$ cat src/rtl/sargantana_icache_pkg.sv
// Shared icache types and default geometry for the flush controller and the clearing counter.
package sargantana_icache_pkg;

    localparam int unsigned ICACHE_DEPTH_DEFAULT  = 64;
    localparam int unsigned ICACHE_WAYS_DEFAULT   = 4;
    localparam int unsigned DRAIN_TIMEOUT_DEFAULT = 255;

    typedef enum logic [1:0] {
        IDLE,
        DRAIN,
        FLUSH,
        DONE
    } flush_state_t;

endpackage

$ cat src/rtl/sargantana_icache_flush_ctrl_if.sv
// Link between the flush controller and the set-clearing counter.
interface sargantana_icache_flush_ctrl_if #(
    parameter int unsigned ICACHE_DEPTH = 64
);
    localparam int unsigned ADDR_WIDHT = $clog2(ICACHE_DEPTH);

    logic                  flush_enable;
    logic                  flush_done;
    logic [ADDR_WIDHT-1:0] flush_addr;

    modport master (
        output flush_enable,
        input  flush_done,
        input  flush_addr
    );

    modport slave (
        input  flush_enable,
        output flush_done,
        output flush_addr
    );

endinterface

$ cat src/rtl/sargantana_icache_flush_ctrl.sv
// Icache flush controller: drains refills, sweeps valid bits via the clearing counter, acks the core.
module sargantana_icache_flush_ctrl
    import sargantana_icache_pkg::*;
#(
    parameter  int unsigned ICACHE_DEPTH  = ICACHE_DEPTH_DEFAULT,
    parameter  int unsigned ICACHE_WAYS   = ICACHE_WAYS_DEFAULT,
    parameter  int unsigned DRAIN_TIMEOUT = DRAIN_TIMEOUT_DEFAULT,
    localparam int unsigned ADDR_WIDHT    = $clog2(ICACHE_DEPTH),
    localparam int unsigned TO_WIDTH      = $clog2(DRAIN_TIMEOUT + 1)
) (
    input  logic                   clk_i,
    input  logic                   rstn_i,
    input  logic                   flush_req_i,
    output logic                   flush_ack_o,
    output logic                   busy_o,
    output logic                   lookup_block_o,
    input  logic                   refill_busy_i,
    output logic                   refill_kill_o,
    sargantana_icache_flush_ctrl_if.master cnt_if,
    output logic [ICACHE_WAYS-1:0] vbit_clr_we_o,
    output logic [ADDR_WIDHT-1:0]  vbit_clr_addr_o
);

    localparam logic [TO_WIDTH-1:0] DrainLast = TO_WIDTH'(DRAIN_TIMEOUT - 1);

    flush_state_t        state_q, state_d;
    logic                pending_q, pending_d;
    logic                flush_first_q, flush_first_d;
    logic [TO_WIDTH-1:0] drain_cnt_q, drain_cnt_d;
    logic                drain_timeout;

    assign drain_timeout = (state_q == DRAIN) && (drain_cnt_q == DrainLast);

    always_ff @(posedge clk_i or negedge rstn_i) begin
        if (!rstn_i) begin
            state_q       <= IDLE;
            pending_q     <= 1'b0;
            flush_first_q <= 1'b0;
            drain_cnt_q   <= '0;
        end else begin
            state_q       <= state_d;
            pending_q     <= pending_d;
            flush_first_q <= flush_first_d;
            drain_cnt_q   <= drain_cnt_d;
        end
    end

    always_comb begin
        state_d     = state_q;
        pending_d   = pending_q;
        drain_cnt_d = drain_cnt_q;
        unique case (state_q)
            IDLE: begin
                if (flush_req_i || pending_q) begin
                    state_d   = refill_busy_i ? DRAIN : FLUSH;
                    pending_d = 1'b0;
                end
            end
            DRAIN: begin
                if (!refill_busy_i || drain_timeout) begin
                    state_d     = FLUSH;
                    drain_cnt_d = '0;
                end else begin
                    drain_cnt_d = drain_cnt_q + TO_WIDTH'(1);
                end
            end
            FLUSH: begin
                // A request after set 0 was cleared could miss lines already swept.
                if (flush_req_i && !flush_first_q) begin
                    pending_d = 1'b1;
                end
                if (cnt_if.flush_done) begin
                    state_d = DONE;
                end
            end
            DONE: begin
                if (flush_req_i || pending_q) begin
                    state_d   = refill_busy_i ? DRAIN : FLUSH;
                    pending_d = 1'b0;
                end else begin
                    state_d = IDLE;
                end
            end
            default: state_d = IDLE;
        endcase
        flush_first_d = (state_d == FLUSH) && (state_q != FLUSH);
    end

    always_comb begin
        flush_ack_o         = (state_q == DONE);
        busy_o              = (state_q != IDLE);
        lookup_block_o      = (state_q != IDLE);
        refill_kill_o       = drain_timeout && refill_busy_i;
        cnt_if.flush_enable = (state_q == FLUSH);
        vbit_clr_we_o       = {ICACHE_WAYS{state_q == FLUSH}};
        vbit_clr_addr_o     = cnt_if.flush_addr;
    end

endmodule

$ cat src/flat_wrapper.sv
// flat-port wrapper written by rule: the top's interface ports become plain ports
module sargantana_icache_flush_ctrl_flat import sargantana_icache_pkg::*;
#(
    parameter  int unsigned ICACHE_DEPTH  = ICACHE_DEPTH_DEFAULT,
    parameter  int unsigned ICACHE_WAYS   = ICACHE_WAYS_DEFAULT,
    parameter  int unsigned DRAIN_TIMEOUT = DRAIN_TIMEOUT_DEFAULT,
    localparam int unsigned ADDR_WIDHT    = $clog2(ICACHE_DEPTH),
    localparam int unsigned TO_WIDTH      = $clog2(DRAIN_TIMEOUT + 1)
)
  (clk_i, rstn_i, flush_req_i, flush_ack_o, busy_o, lookup_block_o, refill_busy_i, refill_kill_o, vbit_clr_we_o, vbit_clr_addr_o, cnt_if_flush_enable, cnt_if_flush_done, cnt_if_flush_addr);
  sargantana_icache_flush_ctrl_if #(.ICACHE_DEPTH(ICACHE_DEPTH)) cnt_if_i ();
  input  logic clk_i;
  input  logic rstn_i;
  input  logic flush_req_i;
  output logic flush_ack_o;
  output logic busy_o;
  output logic lookup_block_o;
  input  logic refill_busy_i;
  output logic refill_kill_o;
  output logic [ICACHE_WAYS-1:0] vbit_clr_we_o;
  output logic [ADDR_WIDHT-1:0] vbit_clr_addr_o;
  output wire logic [$bits(cnt_if_i.flush_enable)-1:0] cnt_if_flush_enable;
  input wire logic [$bits(cnt_if_i.flush_done)-1:0] cnt_if_flush_done;
  input wire logic [$bits(cnt_if_i.flush_addr)-1:0] cnt_if_flush_addr;
  assign cnt_if_flush_enable = cnt_if_i.flush_enable;
  assign cnt_if_i.flush_done = cnt_if_flush_done;
  assign cnt_if_i.flush_addr = cnt_if_flush_addr;
  sargantana_icache_flush_ctrl #(.ICACHE_DEPTH(ICACHE_DEPTH), .ICACHE_WAYS(ICACHE_WAYS), .DRAIN_TIMEOUT(DRAIN_TIMEOUT)) u_core (.clk_i(clk_i), .rstn_i(rstn_i), .flush_req_i(flush_req_i), .flush_ack_o(flush_ack_o), .busy_o(busy_o), .lookup_block_o(lookup_block_o), .refill_busy_i(refill_busy_i), .refill_kill_o(refill_kill_o), .cnt_if(cnt_if_i), .vbit_clr_we_o(vbit_clr_we_o), .vbit_clr_addr_o(vbit_clr_addr_o));
endmodule
$ cat config.mk
export PLATFORM = sky130hd
export DESIGN_NAME = sargantana_icache_flush_ctrl_flat
export DESIGN_NICKNAME = d
export VERILOG_FILES = /design/src/rtl/sargantana_icache_pkg.sv /design/src/rtl/sargantana_icache_flush_ctrl_if.sv /design/src/rtl/sargantana_icache_flush_ctrl.sv /design/src/flat_wrapper.sv
export SDC_FILE = /design/constraint.sdc
export NUM_CORES = 1
export LEC_CHECK = 0
export CAP_MARGIN = 40
export CORE_MARGIN = 1.5
export CORE_UTILIZATION = 50
export CTS_BUF_LIST = sky130_fd_sc_hd__clkbuf_4
export DETAILED_ROUTE_END_ITERATION = 10
export PLACE_DENSITY = 0.91
export REMOVE_ABC_BUFFERS = 1
export SYNTH_ARGS = -nofsm -noshare
export SYNTH_HDL_FRONTEND = slang
export SYNTH_SLANG_ARGS = --single-unit
$ cat constraint.sdc
create_clock -name clk_i -period 4.3 [get_ports clk_i]
set_input_delay 1.075 -clock clk_i [delete_from_list [all_inputs] [get_ports clk_i]]
set_output_delay 1.075 -clock clk_i [all_outputs]
set_load 0.02 [all_outputs]
==> results.txt, run 1 <==
Post-synth EDFFs - 0
GPL Wtd Cong - 0.7714
Final Setup Violations - 0
Mean Syn Cell Area - 10.25 µm²
CTS tree - built
Nets@finish - 105
Drt via density - 5.772
Post-synthesis compound-gate area fraction - 13.39%
Cell internal pwr - 329.2 µW
Critical path depth in cells - 4
N_diodes - 0
TritonRoute pass-1 iters - 4
Final min period - 3674 ps
Sequential share of power - 31.1%
Sw Share - 43.59%
Sequential-to-total area share from yosys stat - 35.71%
Worst path required time - 3220 ps
Async SR Flop Fraction - 100.0%
Post-Synth Adder-Cell Area - 10.42%
First-pass GRT wire length - 2.504 mm
Ys Warns - 0
Worst-path cell chain - clkdlybuf4s50_1, inv_1, nor3_1, clkdlybuf4s50_1
# resized after CTS - 0
Mux cell area share after synthesis - 3.720%
Peak supply drop - 0.3985 mV
CP max stage cell - clkdlybuf4s50_1
Mapped Cells - 82
Combinational power share - 57.8%
Hold buffer count at cts - 0
Power share of the clock group - 11.1%
Top post-synthesis cells by area - dfrtp_1, ha_1, buf_4
Most used cell, CP - clkdlybuf4s50_1
Clock H-tree levels - 1
Critical Path End Type - output pin
Leakage power total - 0.4256 nW
Cell variety after synth - 31
Hold_ws - 577.7 ps
Ports - 26
Worst-Skew Late Latency - 270 ps
Largest net degree at the start of global routing - 13
CTS root buf - clkbuf_4
Fmax - 272.2 MHz
Crit share post-route - 85.43%
CTS sink count - 12
Skew final - 6.474 ps
Cell Pwr Density - 638.0 nW/µm²
#FFs+latches synth - 12
Die Footprint - 1936 µm²
Synth Cell Area - 840.8 µm²
Routed Antenna Nets - 0
Top-count cell post-synth - dfrtp_1
Worst hold path cell count - 1
Routed WL per cell - 15.06 µm
DR DRC count - 0
Starting Density - 54.55%
Synth Area in XOR/XNOR - 5.208%
Clock slew at reported path FFs - 70 ps
WL final - 1.521 mm
Maxcap violations - 0
Final Hold Viols - 0
Post-CTS setup repair buffer count - 0
Num CTS Buffers - 3
R2R depth - 6
Initial antenna violation count - 0
CTS Buffer Depth - 2
Worst setup path class - in2out
CP bufs+invs - 3
Synth-to-layout area growth - 8.780%
Global route overflow - 0
IO Port Bufs - 13
Critical-path maximum fanout - 8
Switch Pwr - 254.4 µW
Worst Path Arrival - 2600 ps
Critical Path Max Stage Delay - 640 ps
Max-slew violations - 0
Status - finished, final reports clean
CP startpoint kind - input pin
Commonest cells in the netlist - dfrtp_1, buf_4, inv_1
Initial DRC count - 10
Leading area contributor after synthesis - dfrtp_1
Cell family with most CP delay - buffers and inverters
Synth Area in Simple Gates - 16.22%
Tightest Pin Transition - 513.3 ps
Largest family of logic cells by synthesized area - simple AND/OR/NAND/NOR gates
TNS Setup - 0 ps
Number of global-route vias before repair - 588
Number of placement rows - 14
Hpwl dp - 1.150 mm
Hold Path Class - reg2reg
Unrepaired setup endpoints after global routing - false
Fraction of layout cells with a size suffix above 1 - 12.94%
Vias - 583
Die H - 44.01 µm
Post-synth top area share - 35.71%
Total global-route track usage - 18.64%
Total core area - 1541 µm²
Top FF cell, synth - dfrtp_1
Die width - 44.01 µm
Slew margin rel. - 65.68%
==> state kept, by name (all words and copies together) (netlist names) <==
| register | flops |
|---|---|
| u_core.flush_first_q | 1 |
| u_core.pending_q | 1 |
| u_core.drain_cnt_q | 8 |
| u_core.state_q | 2 |
==> area by class of cell <==
type                    instances  area (µm²)
fillers                       128       626.9
multi-input cells              49       411.6
flip-flops and latches         12       300.3
repair buffers                 13       130.1
inverters                       8       30.03
clock buffers                   3       22.52
well taps                      16       20.02
==> routing by layer <==
| metal | global-route usage, % | up-vias | share of wire [%] |
|---|---|---|---|
| met1 | 20.58 | 271 | 42 |
| li1 | - | 279 | - |
| met3 | 6.250 | 6 | 5.4 |
| met5 | 0 | - | 0 |
| met2 | 28.24 | 27 | 48 |
| met4 | 16.36 | 0 | 4.1 |
==> cell usage in the layout (no fill, tap or decap) <==
| cell type | synthesis | layout |
|---|---|---|
| nor3_1 | 1 | 1 |
| a32oi_1 | 1 | 1 |
| mux2_2 | 1 | 1 |
| nand2_1 | 3 | 3 |
| o21a_1 | 1 | 1 |
| o211ai_1 | 2 | 2 |
| nand4_2 | 1 | 1 |
| mux2i_1 | 2 | 2 |
| nand4_1 | 2 | 2 |
| clkdlybuf4s50_1 | 0 | 13 |
| inv_1 | 8 | 8 |
| nor2_1 | 7 | 7 |
| o2111ai_2 | 1 | 1 |
| o211a_1 | 1 | 1 |
| o2bb2ai_1 | 1 | 1 |
| xnor2_1 | 1 | 1 |
| o22ai_2 | 1 | 1 |
| a21oi_1 | 3 | 3 |
| a2111oi_2 | 1 | 1 |
| and3_1 | 1 | 1 |
| dfrtp_1 | 12 | 12 |
| or3_2 | 1 | 1 |
| nand4_4 | 1 | 1 |
| o21ai_0 | 1 | 1 |
| nor4_2 | 1 | 1 |
| nor3b_1 | 2 | 2 |
| nand2b_1 | 1 | 1 |
| clkbuf_4 | 0 | 3 |
| xor2_1 | 4 | 4 |
| ha_1 | 7 | 7 |
==> cell families (layout without fill, tap and decap cells) <==
kind of cell	count (synthesis)	after routing
and+or+nand+nor	21	21
buffers and inverters	21	24
AOI/OAI and AO/OA	13	13
DFF	12	12
adders and majority gates	7	7
xor gates and xnor gates	5	5
muxes	3	3
==> power by group through the flow <==
stage,logic (mW),registers [mW],clock network (mW)
4_1_cts,0.339,0.179,0.0682
6_report,0.337,0.181,0.0648
3_3_place_gp,0.325,0.178,0
2_1_floorplan,0.219,0.172,0
5_1_grt,0.366,0.185,0.0741
3_5_place_dp,0.338,0.181,0
==> worst reg2reg max path: stages (launching register included) <==
cell,delay (ps)
dfrtp_1,430
inv_1,110
ha_1,330
nand4_2,200
o22ai_2,150
a2111oi_2,490
a21oi_1,130
==> path summary, 6_finish.rpt <==
path                                            start               endpoint  slack [ps]
min in group asynchronous                      rstn_i  u_core.drain_cnt_q[0]        1140
max in group asynchronous                      rstn_i  u_core.drain_cnt_q[7]        2810
worst max register to register      u_core.state_q[1]      u_core.state_q[1]        2340
worst min register to register  u_core.drain_cnt_q[1]  u_core.drain_cnt_q[1]         580
worst min-delay path            u_core.drain_cnt_q[1]  u_core.drain_cnt_q[1]         580
worst max-delay path                    refill_busy_i          refill_kill_o         630
==> metrics by stage <==
step	worst slack (ps)	cells	cell area, µm²	power (mW)	utilization [%]
after floorplan	1626	69	742.0	0.3904	-
after global placement	671.4	98	892.1	0.5028	57.87
after detailed placement	627.7	98	892.1	0.5184	57.87
after CTS	622.0	101	914.6	0.5866	59.33
after global routing	584.7	101	914.6	0.6251	59.33
final	626.3	101	914.6	0.5835	59.33
No activity file was read; power rests on OpenSTA's default activity.
==> run 2: changes to the inputs <==
- HOLD_SLACK_MARGIN: default -> 0.15
==> results of run 2 <==
The final DEF is identical to that of run 1; final timing and power are the same.
